===== src/rtl/instr_prefetch_pkg.sv =====
// Shared types and widths for the instruction prefetch front end.
// Used by instr_prefetch and its skid FIFO (fetch_skid_fifo).
package instr_prefetch_pkg;

    localparam int RISCV_ADDR_WIDTH = 32;
    localparam int RISCV_WORD_WIDTH = 32;

    typedef enum logic [1:0] {
        IDLE = 2'd0,
        REQ  = 2'd1,
        HOLD = 2'd2
    } prefetch_state_e;

    typedef struct packed {
        logic [RISCV_WORD_WIDTH-1:0] instr;
        logic [RISCV_ADDR_WIDTH-1:0] addr;
    } fetch_entry_t;

endpackage


===== src/rtl/instr_prefetch_skid_fifo.sv =====
// fetch_skid_fifo: small FIFO of {instr, addr} entries that absorbs fetch
// responses while the realign buffer is full; flush empties it in one cycle.
module fetch_skid_fifo
    import instr_prefetch_pkg::*;
#(
    parameter int DEPTH = 2,
    parameter int CNT_W = 2
) (
    input  logic             clk,
    input  logic             rst_n,
    input  logic             push_i,
    input  fetch_entry_t     data_i,
    input  logic             pop_i,
    input  logic             flush_i,
    output fetch_entry_t     data_o,
    output logic [CNT_W-1:0] count_o,
    output logic             empty_o,
    output logic             full_o
);

    localparam int PW = (DEPTH > 1) ? $clog2(DEPTH) : 1;
    localparam logic [PW-1:0]    LAST    = PW'(DEPTH - 1);
    localparam logic [CNT_W-1:0] DEPTH_C = CNT_W'(DEPTH);

    fetch_entry_t     r_mem [DEPTH];
    logic [PW-1:0]    r_wr_ptr;
    logic [PW-1:0]    r_rd_ptr;
    logic [CNT_W-1:0] r_count;
    logic             w_do_push;
    logic             w_do_pop;

    assign w_do_push = push_i && !flush_i;
    assign w_do_pop  = pop_i && !flush_i && (r_count != '0);

    assign data_o  = r_mem[r_rd_ptr];
    assign count_o = r_count;
    assign empty_o = (r_count == '0);
    assign full_o  = (r_count == DEPTH_C);

    always_ff @(posedge clk or negedge rst_n) begin
        if (!rst_n) begin
            r_wr_ptr <= '0;
            r_rd_ptr <= '0;
            r_count  <= '0;
        end else if (flush_i) begin
            r_wr_ptr <= '0;
            r_rd_ptr <= '0;
            r_count  <= '0;
        end else begin
            if (w_do_push) r_wr_ptr <= (r_wr_ptr == LAST) ? '0 : r_wr_ptr + 1'b1;
            if (w_do_pop)  r_rd_ptr <= (r_rd_ptr == LAST) ? '0 : r_rd_ptr + 1'b1;
            r_count <= r_count + CNT_W'(w_do_push) - CNT_W'(w_do_pop);
        end
    end

    // Storage needs no reset: count gates every read of it.
    always_ff @(posedge clk) begin
        if (w_do_push) r_mem[r_wr_ptr] <= data_i;
    end

    a_no_overflow: assert property (@(posedge clk) disable iff (!rst_n) !(w_do_push && full_o));

endmodule


===== src/rtl/instr_prefetch.sv =====
// Instruction prefetch: issues word fetches, tracks credit, drops stale
// responses after redirects. Optional perf counters: PREFETCH_PERF_CNT_EN.
module instr_prefetch
    import instr_prefetch_pkg::*;
#(
    parameter logic [31:0] BOOT_ADDR       = 32'h0000_0080,
    parameter int          MAX_OUTSTANDING = 2,
    parameter int          FIFO_DEPTH      = 2
) (
    input  logic                        clk,
    input  logic                        rst_n,
    input  logic                        fetch_enable_i,
    input  logic                        branch_i,
    input  logic [RISCV_ADDR_WIDTH-1:0] branch_target_i,
    output logic                        instr_req_o,
    output logic [RISCV_ADDR_WIDTH-1:0] instr_addr_o,
    input  logic                        instr_gnt_i,
    input  logic                        instr_rvalid_i,
    input  logic [RISCV_WORD_WIDTH-1:0] instr_rdata_i,
    output logic                        buf_write_en_o,
    output logic [RISCV_WORD_WIDTH-1:0] buf_instr_o,
    output logic [RISCV_ADDR_WIDTH-1:0] buf_addr_o,
    output logic                        buf_clear_o,
    output logic                        buf_read_offset_o,
    input  logic                        buf_full_i
`ifdef PREFETCH_PERF_CNT_EN
    ,
    output logic [31:0]                 perf_discard_cnt_o,
    output logic [31:0]                 perf_stall_cnt_o
`endif
);

    localparam int CW    = $clog2(FIFO_DEPTH + MAX_OUTSTANDING + 1);
    localparam int AQ_PW = (MAX_OUTSTANDING > 1) ? $clog2(MAX_OUTSTANDING) : 1;
    localparam logic [CW-1:0]    MAX_OUT_C = CW'(MAX_OUTSTANDING);
    localparam logic [CW-1:0]    DEPTH_C   = CW'(FIFO_DEPTH);
    localparam logic [AQ_PW-1:0] AQ_LAST   = AQ_PW'(MAX_OUTSTANDING - 1);

    prefetch_state_e             r_state;
    logic [29:0]                 r_pc;
    logic                        r_redirect;
    logic [29:0]                 r_redirect_pc;
    logic [CW-1:0]               r_outstanding;
    logic [CW-1:0]               r_discard;
    logic [RISCV_ADDR_WIDTH-1:0] r_aq [MAX_OUTSTANDING];
    logic [AQ_PW-1:0]            r_aq_wr;
    logic [AQ_PW-1:0]            r_aq_rd;

    logic          w_gnt;
    logic          w_drop;
    logic          w_push;
    logic          w_pop;
    logic          w_credit;
    logic          w_fifo_empty;
    logic          w_fifo_full;
    logic [CW-1:0] w_fifo_count;
    logic [CW-1:0] w_fifo_next;
    logic [CW-1:0] w_out_next;
    logic [CW-1:0] w_discard_next;
    fetch_entry_t  w_push_entry;
    fetch_entry_t  w_head;
    logic          w_unused_target_lsb;

    assign w_unused_target_lsb = branch_target_i[0];

    assign instr_addr_o      = {r_pc, 2'b00};
    assign buf_clear_o       = branch_i;
    assign buf_read_offset_o = branch_i & branch_target_i[1];

    assign w_gnt  = instr_req_o && instr_gnt_i;
    // Responses arriving in a redirect cycle belong to the old stream too.
    assign w_drop = instr_rvalid_i && (branch_i || (r_discard != '0));
    assign w_push = instr_rvalid_i && !w_drop;
    assign w_pop  = !w_fifo_empty && !buf_full_i && !branch_i;

    assign buf_write_en_o = w_pop;
    assign buf_instr_o    = w_head.instr;
    assign buf_addr_o     = w_head.addr;

    assign w_push_entry.instr = instr_rdata_i;
    assign w_push_entry.addr  = r_aq[r_aq_rd];

    assign w_out_next  = r_outstanding + CW'(w_gnt) - CW'(instr_rvalid_i);
    assign w_fifo_next = branch_i ? '0 : (w_fifo_count + CW'(w_push) - CW'(w_pop));
    // Every in-flight word keeps a FIFO slot reserved, so pushes never overflow.
    assign w_credit    = (w_out_next < MAX_OUT_C) && ((w_out_next + w_fifo_next) < DEPTH_C);

    assign w_discard_next = branch_i ? w_out_next
                          : (r_discard + CW'(w_gnt && r_redirect)
                                       - CW'(instr_rvalid_i && (r_discard != '0)));

    fetch_skid_fifo #(
        .DEPTH (FIFO_DEPTH),
        .CNT_W (CW)
    ) u_skid_fifo (
        .clk     (clk),
        .rst_n   (rst_n),
        .push_i  (w_push),
        .data_i  (w_push_entry),
        .pop_i   (w_pop),
        .flush_i (branch_i),
        .data_o  (w_head),
        .count_o (w_fifo_count),
        .empty_o (w_fifo_empty),
        .full_o  (w_fifo_full)
    );

    always_ff @(posedge clk or negedge rst_n) begin
        if (!rst_n) begin
            r_state       <= IDLE;
            instr_req_o   <= 1'b0;
            r_pc          <= BOOT_ADDR[31:2];
            r_redirect    <= 1'b0;
            r_redirect_pc <= '0;
        end else begin
            case (r_state)
                IDLE, HOLD: begin
                    if (fetch_enable_i && w_credit) begin
                        r_state     <= REQ;
                        instr_req_o <= 1'b1;
                    end else if (!fetch_enable_i) begin
                        r_state <= IDLE;
                    end
                end
                REQ: begin
                    if (instr_gnt_i && !(fetch_enable_i && w_credit)) begin
                        r_state     <= fetch_enable_i ? HOLD : IDLE;
                        instr_req_o <= 1'b0;
                    end
                end
                default: begin
                    r_state     <= IDLE;
                    instr_req_o <= 1'b0;
                end
            endcase

            // An ungranted request must complete at its old address; park the target.
            if (branch_i) begin
                if (instr_req_o && !instr_gnt_i) begin
                    r_redirect    <= 1'b1;
                    r_redirect_pc <= branch_target_i[31:2];
                end else begin
                    r_redirect <= 1'b0;
                    r_pc       <= branch_target_i[31:2];
                end
            end else if (w_gnt) begin
                r_redirect <= 1'b0;
                r_pc       <= r_redirect ? r_redirect_pc : r_pc + 30'd1;
            end
        end
    end

    always_ff @(posedge clk or negedge rst_n) begin
        if (!rst_n) begin
            r_outstanding <= '0;
            r_discard     <= '0;
            r_aq_wr       <= '0;
            r_aq_rd       <= '0;
        end else begin
            r_outstanding <= w_out_next;
            r_discard     <= w_discard_next;
            if (w_gnt)          r_aq_wr <= (r_aq_wr == AQ_LAST) ? '0 : r_aq_wr + 1'b1;
            if (instr_rvalid_i) r_aq_rd <= (r_aq_rd == AQ_LAST) ? '0 : r_aq_rd + 1'b1;
        end
    end

    always_ff @(posedge clk) begin
        if (w_gnt) r_aq[r_aq_wr] <= instr_addr_o;
    end

`ifdef PREFETCH_PERF_CNT_EN
    logic [31:0] r_perf_discard;
    logic [31:0] r_perf_stall;

    assign perf_discard_cnt_o = r_perf_discard;
    assign perf_stall_cnt_o   = r_perf_stall;

    always_ff @(posedge clk or negedge rst_n) begin
        if (!rst_n) begin
            r_perf_discard <= '0;
            r_perf_stall   <= '0;
        end else begin
            if (w_drop && (r_perf_discard != '1))
                r_perf_discard <= r_perf_discard + 32'd1;
            if (!w_fifo_empty && buf_full_i && (r_perf_stall != '1))
                r_perf_stall <= r_perf_stall + 32'd1;
        end
    end
`endif

endmodule

===== config.mk =====
export PLATFORM = sky130hd
export DESIGN_NAME = instr_prefetch
export DESIGN_NICKNAME = d
export VERILOG_FILES = /design/src/rtl/instr_prefetch_pkg.sv /design/src/rtl/instr_prefetch_skid_fifo.sv /design/src/rtl/instr_prefetch.sv
export SDC_FILE = /design/constraint.sdc
export NUM_CORES = 1
export LEC_CHECK = 0
export CAP_MARGIN = 20
export CORE_AREA = 2 2 152 154
export DETAILED_ROUTE_END_ITERATION = 7
export DIE_AREA = 0 0 154 156
export GPL_ROUTABILITY_DRIVEN = 0
export HOLD_SLACK_MARGIN = 0.03
export PLACE_DENSITY_LB_ADDON = 0.3
export SYNTH_ARGS = -nofsm -noshare
export SYNTH_HDL_FRONTEND = slang
export SYNTH_SLANG_ARGS = --single-unit
export TNS_END_PERCENT = 5

===== constraint.sdc =====
create_clock -name clk -period 5.7 [get_ports clk]
set_clock_uncertainty 0.05 [all_clocks]
set_input_delay 1.14 -clock clk [delete_from_list [all_inputs] [get_ports clk]]
set_output_delay 1.14 -clock clk [all_outputs]
set_load 0.005 [all_outputs]

==> results of run 1 <==
-- power by group --
group	internal, mW	total (mW)	switching [mW]
combinational	0.978	1.73	0.753
sequential	2.51	2.90	0.396
clock	1.09	1.78	0.695
-- layout make-up --
cell class              count  area [um2]
clock buffers              29         683
well taps                 285         357
repair buffers            176        1730
multi-input cells         415        3320
inverters                  19        71.3
flip-flops and latches    261        7450
fillers                  1664        8530
clock inverters            18         221
-- cells in the final DEF, fill, tap and decap left out, types with 3 or more instances in the layout --
cell / netlist / final
mux2i_1: 10 / 9
o211ai_1: 3 / 3
inv_1: 19 / 19
and4_1: 4 / 4
clkbuf_16: 0 / 27
nor2b_1: 5 / 5
o21ai_0: 45 / 45
mux2_2: 122 / 122
a221oi_1: 11 / 11
a21oi_1: 28 / 28
nor3_1: 9 / 9
nand3_1: 19 / 19
clkinvlp_4: 0 / 3
clkinv_2: 0 / 4
xor2_1: 15 / 15
ha_1: 9 / 9
conb_1: 1 / 4
nor4_1: 3 / 3
a31oi_1: 5 / 5
xnor2_1: 11 / 11
edfxtp_1: 184 / 184
nand2_1: 29 / 29
nand4_1: 5 / 5
buf_4: 5 / 12
o22ai_1: 5 / 5
clkdlybuf4s50_1: 0 / 163
o21a_1: 3 / 3
fa_1: 5 / 5
nor2_1: 20 / 18
and3_1: 19 / 19
bufinv_16: 0 / 5
dfrtp_1: 76 / 75
clkinv_1: 0 / 4
-- kinds of logic after synthesis --
family                   Yosys count
buffers and inverters             56
AND/OR/NAND/NOR                  125
other                              1
XOR/XNOR                          26
AO/OA/AOI/OAI                    114
multiplexers                     132
adder cells (fa/ha/maj)           14
flip-flops                       261
-- per-stage QoR --
stage / std cells / power (mW) / utilization
global route: 1203 / 6.75 / 0.619
finish: 1203 / 6.42 / 0.619
detailed placement: 1156 / 4.67 / 0.578
global placement: 1156 / 4.61 / 0.578
CTS: 1203 / 6.47 / 0.619
floorplan: 732 / 3.83 / -
-- registers in the layout, summed over array words and instances, names as in the netlist --
signal	flops
instr_req_o	1
r_aq	60
r_aq_rd	1
r_aq_wr	1
r_discard	3
r_outstanding	3
r_pc	30
r_redirect	1
r_redirect_pc	30
r_state	2
u_skid_fifo.count_o	3
u_skid_fifo.r_mem	124
u_skid_fifo.r_rd_ptr	1
u_skid_fifo.r_wr_ptr	1
-- worst max-delay path, delay by kind of cell (launching register included) --
kind                   cells  cell delay (ns)
buffers and inverters      2             1.13
DFF                        1             0.66
muxes                      1             0.42
-- per-layer routing --
layer  up-vias  track usage  part of all wire
li1       3092            -                 -
met1      3365        0.253              0.43
met2       248        0.325              0.49
met3        36       0.0308             0.062
met4         0       0.0601             0.023
met5         -            0                 0
-- worst min path at each step --
stage,from,to,cells past startpoint
6_report,r_aq_rd,r_aq_rd,1
4_1_cts,r_aq_rd,r_aq_rd,1
3_5_place_dp,r_aq_rd,r_aq_rd,1
3_3_place_gp,r_aq_rd,r_aq_rd,1
2_1_floorplan,r_redirect_pc[14],r_redirect_pc[14],2
5_1_grt,r_aq_rd,r_aq_rd,1
==> qor.yml, run 1 <==
sta:
  finalCriticalPeriod_ns: 3.95
  grt_setup_unrepaired: "no"
  setup_slack_ns: 1.75
  hold_violations: 0
  drv_slew: 0
  worst_slew_pin_slew_ns: 1.08
  setup_viol: 0
  fin_setup_tns_ns: 0
  timing.fmax_mhz: 253
  relSlewSlack: 0.276
  post-route-period-util: 0.693
  whs_ns: 0.416
worst_setup_path:
  timing.rr.start: "r_discard[1]"
  critPathMaxStageDelay_ns: 0.66
  crit_chain: "buf_4 > mux2_2 > clkdlybuf4s50_1"
  regToRegEndpoint: "instr_req_o"
  worstSetupPathType: "flip-flop to output port"
  crit_fanout: 47
  start_kind: "flip-flop"
  worstPathArrival_ns: 2.76
  startpoint: "u_skid_fifo.r_rd_ptr"
  rr_worst_depth: 14
  end_kind: "output port"
  crit_slowest_cell: "dfrtp_2"
  cp_data_required_time_ns: 4.51
  r2r_slack_ns: 2.35
  cp-endpoint: "buf_addr_o[14]"
layout:
  drive_gt1_frac: 0.209
  syn2layout_area_growth_pct: 26.1
  diodes: 0
  fin_area_mm2: 0.0138
  fin_nets: 985
grt:
  grt_use_total: 0.191
  grt_pass1_vias: 6683
  antenna_found_initial: 0
  grt_remaining_overflow: 0
  grt_max_degree: 78
  grt_pass1_wl_mm: 36.0
clock_tree:
  cts_made_buffers: 27
  clockBufferDepth: 3
  postCtsResizedCells: 0
  clk_pin_slew_ns: 0.07
  ctsHoldBuffers: 0
  cts_tree: "yes"
  clock_sinks: 261
  clock-root-buffer: "clkbuf_16"
  clkLatencyLatePin_ns: 0.53
  htree_levels: 1
  cts_setup_buffers: 0
detailed_routing:
  drc: 0
  final_antenna_net_count: 0
  first_iter_violations: 382
  dr.pass1.iters: 5
  via_per_inst: 5.60
  routed_wl_mm: 23.2
  vias: 6741
  wl_per_cell_um: 19.3
die:
  io_pins: 171
  die_w_um: 154
  fp.dieArea_mm2: 0.0240
  core_mm2: 0.0224
  rows: 55
  dieHeight_um: 156
  initial_core_util: 0.490
synth:
  synth_compound_area_frac: 0.0629
  synthSimpleGateAreaFrac: 0.0617
  ys_top_cells_by_area: "edfxtp_1, dfrtp_1, mux2_2, o21ai_0, a21oi_1"
  synthArstFlopShare: 0.295
  yosysSeqAreaShare: 0.680
  postSynthAreaPerCell_um2: 15.0
  yosys_register_bits: 261
  yosysMostFrequentCell: "edfxtp_1"
  yosysTopAreaCell: "edfxtp_1"
  synth_top_family_by_area: "multiplexers"
  ys_types: 52
  synthCells: 729
  synth_xor_xnor_area_share: 0.0208
  synth_area_mm2: 0.0110
  synth_warnings: 0
  synth_ff_type: "edfxtp_1"
  synth_fa_ha_area_frac: 0.0194
  synth_enable_flop_cells: 184
  yosys-top-cells-count: "edfxtp_1, mux2_2, dfrtp_1"
  synth_top_area_frac: 0.504
  synthMuxAreaShare: 0.134
run:
  maxCapViolations: 0
place:
  dp_slack_ns: 1.27
  io_buffers: 165
  hpwl_mm: 14.5
  postPlaceCellArea_mm2: 0.0129
power_and_ir_drop:
  p_leak_nw: 4.98
  peakVddDrop_uv: 277
  power.density_mw_per_mm2: 464
run_status:
  outcome: "completed"
worst_hold_path:
  min_path_type: "flip-flop to flip-flop"
No activity file was read; power rests on OpenSTA's default activity.
==> run 2, diff against run 1 <==
- CORE_AREA: 2 2 152 154 -> 2 2 153 155
- DIE_AREA: 0 0 154 156 -> 0 0 155 157
- clock period: 5.7 -> 3.6 ns (I/O delays scaled with it)
==> qor.yml, run 2 (synthesis results as in run 1) <==
run_status:
  outcome: "completed"
worst_setup_path:
  critPathMaxStageDelay_ns: 0.86  # +0.20 ns
  crit_chain: "buf_4 > mux2_2 > clkdlybuf4s50_1"
  crit_slowest_cell: "dfrtp_2"
  timing.rr.start: "r_discard[1]"
  r2r_slack_ns: 0.37  # -1.98 ns
  worstPathArrival_ns: 2.55  # -0.21 ns
  end_kind: "output port"
  regToRegEndpoint: "instr_req_o"
  cp_data_required_time_ns: 2.83  # -1.68 ns
  critical-path-top-delay-family: "flip-flops"
  worstSetupPathType: "flip-flop to output port"
  rr_worst_depth: 14  # unchanged
  worst-path-buf-inv: 2  # unchanged
  crit_fanout: 29  # -38%
  start_kind: "flip-flop"
clock_tree:
  postCtsResizedCells: 0  # unchanged
  cts_made_buffers: 27  # unchanged
  htree_levels: 1  # unchanged
  clock-root-buffer: "clkbuf_16"
  cts_setup_buffers: 0  # unchanged
  clockBufferDepth: 3  # unchanged
  ctsHoldBuffers: 0  # unchanged
  clk_pin_slew_ns: 0.06  # about the same
  clkLatencyLatePin_ns: 0.53  # about the same
  clock_sinks: 261  # unchanged
  cts_tree: "yes"
grt:
  antenna_found_initial: 0  # unchanged
  grt_remaining_overflow: 0  # unchanged
  grt_use_total: 0.190  # -0.000934
  grt_pass1_wl_mm: 36.1  # +0.19%
  grt_max_degree: 78  # unchanged
  grt_pass1_vias: 6608  # -1.1%
sta:
  setup_slack_ns: 0.278  # -1.47 ns
  hold_violations: 0  # unchanged
  whs_ns: 0.310  # -0.106 ns
  post-route-period-util: 0.923
  worst_slew_pin_slew_ns: 0.986  # -0.0912 ns
  relSlewSlack: 0.343  # +0.0668
  setup_viol: 0  # unchanged
  timing.fmax_mhz: 301
  drv_slew: 0  # unchanged
  grt_setup_unrepaired: "no"
  finalCriticalPeriod_ns: 3.32
layout:
  drive_gt1_frac: 0.218  # +0.00857
  fin_nets: 1002  # +1.7%
  fin_util: 0.618  # about the same
  largest_register_ffs: 124  # unchanged
  final_common_cell: "edfxtp_1"
  layout_common_cells: "edfxtp_1, clkdlybuf4s50_1, mux2_2, dfrtp_1, o21ai_0"
  syn2layout_area_growth_pct: 26.9
  top_register: "u_skid_fifo.r_mem"
  diodes: 0  # unchanged
  reg_top3: "u_skid_fifo.r_mem: 124 flops, r_aq: 60 flops"
  fin_area_mm2: 0.0139  # +0.61%
die:
  fp.dieArea_mm2: 0.0243  # +1.3%
  core_mm2: 0.0225  # +0.62%
  rows: 55  # unchanged
  initial_core_util: 0.487  # -0.00300
  dieHeight_um: 157  # +0.64%
  die_w_um: 155  # +0.65%
  io_pins: 171  # unchanged
run:
  maxCapViolations: 0  # unchanged
power_and_ir_drop:
  power.density_mw_per_mm2: 717  # +55%
  p_leak_nw: 5.04  # +1.2%
  peakVddDrop_uv: 408  # +47%
  finalPower_mw: 9.98  # +56%
worst_hold_path:
  min_path_type: "input pin to async pin"
place:
  postPlaceCellArea_mm2: 0.0131  # +1.4%
  hpwl_mm: 15.2  # +4.6%
  dp_slack_ns: -0.154  # -1.42 ns
  io_buffers: 165  # unchanged
detailed_routing:
  vias: 6740  # -0.015%
  first_iter_violations: 471  # +23%
  drc: 0  # unchanged
  final_antenna_net_count: 0  # unchanged
  dr.pass1.iters: 5  # unchanged
  wl_per_cell_um: 19.0  # -1.4%
  via_per_inst: 5.52  # -1.6%
  routed_wl_mm: 23.2  # +0.16%
## run 2: cell types whose count changed in the layout (fill, tap and decap cells not counted), moves of 2 or more
cell and delta:
buf_4 +13, clkbuf_1 +7, buf_12 +4, bufinv_16 -4, clkinvlp_4 -2
## run 2: area by class of cell
class / instances / area, um2
clock buffer: 37 / 723
clock inverter: 12 / 86.3
fill: 1710 / 8590
inverter: 19 / 71.3
multi-input combinational: 415 / 3320
sequential: 261 / 7450
tap: 285 / 357
timing repair buffer: 193 / 1900
## run 2: how the worst max path moves through the flow
stage | startpoint | end | slack (ns) | depth (start not counted)
2_1_floorplan | branch_i | instr_req_o | -0.13 | 14
3_3_place_gp | instr_rvalid_i | instr_req_o | -0.07 | 14
3_5_place_dp | instr_rvalid_i | instr_req_o | -0.15 | 14
4_1_cts | u_skid_fifo.r_rd_ptr | buf_addr_o[12] | 0.15 | 3
5_1_grt | r_discard[1] | instr_req_o | 0.11 | 14
6_report | u_skid_fifo.r_rd_ptr | buf_instr_o[12] | 0.28 | 3
## run 2: worst reg2reg max path, stage by stage, from the launching register on
cell,delay [ns]
dfrtp_1,0.42
nor3_1,0.27
nand2_1,0.13
nor2_1,0.13
inv_1,0.07
ha_1,0.27
inv_1,0.04
ha_1,0.18
fa_1,0.48
nand2_1,0.06
fa_1,0.48
nand2_1,0.05
nor2_1,0.19
a32oi_1,0.14
a211oi_1,0.19
## run 2: power by group
part           switching, mW  total [mW]  leakage, nW  internal [mW]
Combinational           1.23        2.84         2.05           1.61
Sequential             0.612        4.58         2.59           3.97
Clock                   1.09        2.56        0.395           1.47
Total                   2.93        9.98         5.04           7.05
## run 2: metal layers
| metal | part of all wire | track usage |
|---|---|---|
| met5 | 0 | 0 |
| met3 | 0.057 | 0.0366 |
| met2 | 0.49 | 0.322 |
| met1 | 0.43 | 0.251 |
| met4 | 0.025 | 0.0534 |
## run 2: metrics by stage
step                std cells  setup TNS, ns
floorplan                 732         -0.196
global placement         1173        -0.0723
detailed placement       1173         -0.230
CTS                      1222              0
global route             1222              0
finish                   1222              0
==> run 3, diff against run 2 <==
- CORE_AREA: 2 2 153 155 -> 2 2 152 154
- CTS_BUF_LIST: default -> sky130_fd_sc_hd__clkbuf_4
- DIE_AREA: 0 0 155 157 -> 0 0 154 156
==> qor.yml, run 3 (synthesis results as in run 1) <==
detailed_routing:
  vias: 7018  # +4.1%
  routed_wl_mm: 23.4  # +0.94%
  via_per_inst: 5.40  # -2.0%
  wl_per_cell_um: 18.0  # -5.0%
  dr.pass1.iters: 5  # unchanged
  drc: 0  # unchanged
  first_iter_violations: 475  # +0.85%
  final_antenna_net_count: 0  # unchanged
power_and_ir_drop:
  p_comb_frac: 0.287  # +0.002
  finalPower_mw: 9.88  # -1.0%
  p_leak_nw: 5.20  # +3.1%
  power.internal_mw: 6.92  # -1.9%
  seq_power_share: 0.465  # +0.006
  swShare: 0.300  # +0.00603
  power.density_mw_per_mm2: 704  # -1.8%
  p_sw_mw: 2.96  # +0.98%
  p_clk_frac: 0.248  # -0.009
  peakVddDrop_uv: 453  # +11%
place:
  io_buffers: 165  # unchanged
  hpwl_mm: 15.4  # +1.4%
clock_tree:
  cts_made_buffers: 70  # +160%
  postCtsResizedCells: 0  # unchanged
  clock_sinks: 261  # unchanged
  ctsHoldBuffers: 0  # unchanged
  htree_levels: 3  # +2
  clock-root-buffer: "clkbuf_4"
  clk_pin_slew_ns: 0.06  # about the same
  cts_tree: "yes"
  clockBufferDepth: 3  # unchanged
  clkLatencyLatePin_ns: 0.65  # +0.12 ns
  cts_setup_buffers: 0  # unchanged
layout:
  top_register: "u_skid_fifo.r_mem"
  n_fill_cell: 1694  # -0.94%
  final_common_cell: "edfxtp_1"
  regArea_mm2: 0.00745  # unchanged
  multiInputGateArea_mm2: 0.00332  # about the same
  reg_top3: "u_skid_fifo.r_mem: 124 flops, r_aq: 60 flops"
  fin_nets: 1054  # +5.2%
  layout_common_cells: "edfxtp_1, clkdlybuf4s50_1, mux2_2, clkbuf_4, dfrtp_1"
  drive_gt1_frac: 0.277  # +0.0590
  largest_register_ffs: 124  # unchanged
  syn2layout_area_growth_pct: 27.9
worst_setup_path:
  worstPathArrival_ns: 2.60  # +0.05 ns
  start_kind: "flip-flop"
  worstSetupPathType: "flip-flop to output port"
  cp-endpoint: "buf_instr_o[12]"
  regToRegEndpoint: "instr_req_o"
  startpoint: "u_skid_fifo.r_rd_ptr"
  r2r_slack_ns: 0.32  # -0.05 ns
  rr_worst_depth: 14  # unchanged
  crit_fanout: 26  # -10%
  end_kind: "output port"
  cp_data_required_time_ns: 2.83  # about the same
  timing.rr.start: "r_discard[1]"
die:
  dieHeight_um: 156  # -0.64%
  core_mm2: 0.0224  # -0.61%
  die_w_um: 154  # -0.65%
  initial_core_util: 0.490  # +0.00300
  rows: 55  # unchanged
  fp.dieArea_mm2: 0.0240  # -1.3%
  io_pins: 171  # unchanged
worst_hold_path:
  min_path_type: "input pin to async pin"
grt:
  antenna_found_initial: 1  # +1
  grt_pass1_vias: 6982  # +5.7%
  grt_use_total: 0.196  # +0.00636
  grt_max_degree: 78  # unchanged
  grt_remaining_overflow: 0  # unchanged
  grt_pass1_wl_mm: 36.6  # +1.4%
sta:
  hold_violations: 0  # unchanged
  worst_slew_pin_slew_ns: 1.01  # +0.0231 ns
  whs_ns: 0.164  # -0.146 ns
  relSlewSlack: 0.328  # -0.0154
  fin_setup_tns_ns: 0  # unchanged
  timing.fmax_mhz: 297  # -1.3%
  drv_slew: 0  # unchanged
  setup_viol: 0  # unchanged
  post-route-period-util: 0.935  # +0.0125
  finalCriticalPeriod_ns: 3.37  # +0.0449 ns
  grt_setup_unrepaired: "no"
run_status:
  outcome: "completed"
run:
  maxCapViolations: 0  # unchanged
run 3: changes by cell type in the layout (fill, tap and decap cells not counted), sizes merged:
| cell | delta |
|---|---|
| diode | +2 |
| clkbuf | +61 |
| clkdlybuf4s50 | +1 |
| clkinvlp | -1 |
| clkinv | +3 |
| inv | +3 |
| buf | +8 |
run 3: routing by layer:
metal	GRT usage	wire length (um)
met5	0	0
met4	0.0806	578
met3	0.0547	1690
met2	0.321	11100
met1	0.248	10100
run 3: final cells by class:
type                    count  area share
diodes                      2    0.000357
clock buffers              98      0.0525
clock inverters            17     0.00651
inverters                  19     0.00509
multi-input cells         415       0.237
flip-flops and latches    261       0.532
well taps                 285      0.0254
repair buffers            202       0.142
run 3: power by group through the flow:
stage | Sequential [mW] | Combinational (mW) | Clock [mW]
floorplan | 4.42 | 1.64 | 0
global placement | 4.61 | 2.80 | 0
detailed placement | 4.64 | 2.85 | 0
CTS | 4.59 | 2.87 | 2.53
global route | 4.68 | 3.11 | 2.69
finish | 4.59 | 2.83 | 2.45
run 3: how the worst min path moves through the flow:
stage,startpoint,to,slack [ns],cells past startpoint
final,rst_n,r_redirect_pc[24],0.16,1
after global routing,rst_n,r_redirect_pc[24],0.22,1
after CTS,rst_n,r_pc[16],0.18,1
after detailed placement,r_redirect_pc[14],r_redirect_pc[14],0.43,2
after global placement,r_redirect_pc[14],r_redirect_pc[14],0.42,2
after floorplan,rst_n,instr_req_o,0.37,0
run 3: through the flow:
step	utilization	setup WS, ns	cell area [um2]	instances
after floorplan	-	-0.130	11000	732
after global placement	0.590	-0.0659	13200	1182
after detailed placement	0.590	-0.191	13200	1182
after CTS	0.627	0.199	14000	1297
after global routing	0.627	0.0757	14000	1298
final	0.627	0.233	14000	1299
run 3: worst max-delay path: stages, from the launching register on:
cell and delay [ns]:
dfrtp_2 0.86, buf_12 0.26, mux2_2 0.36, clkdlybuf4s50_1 0.45
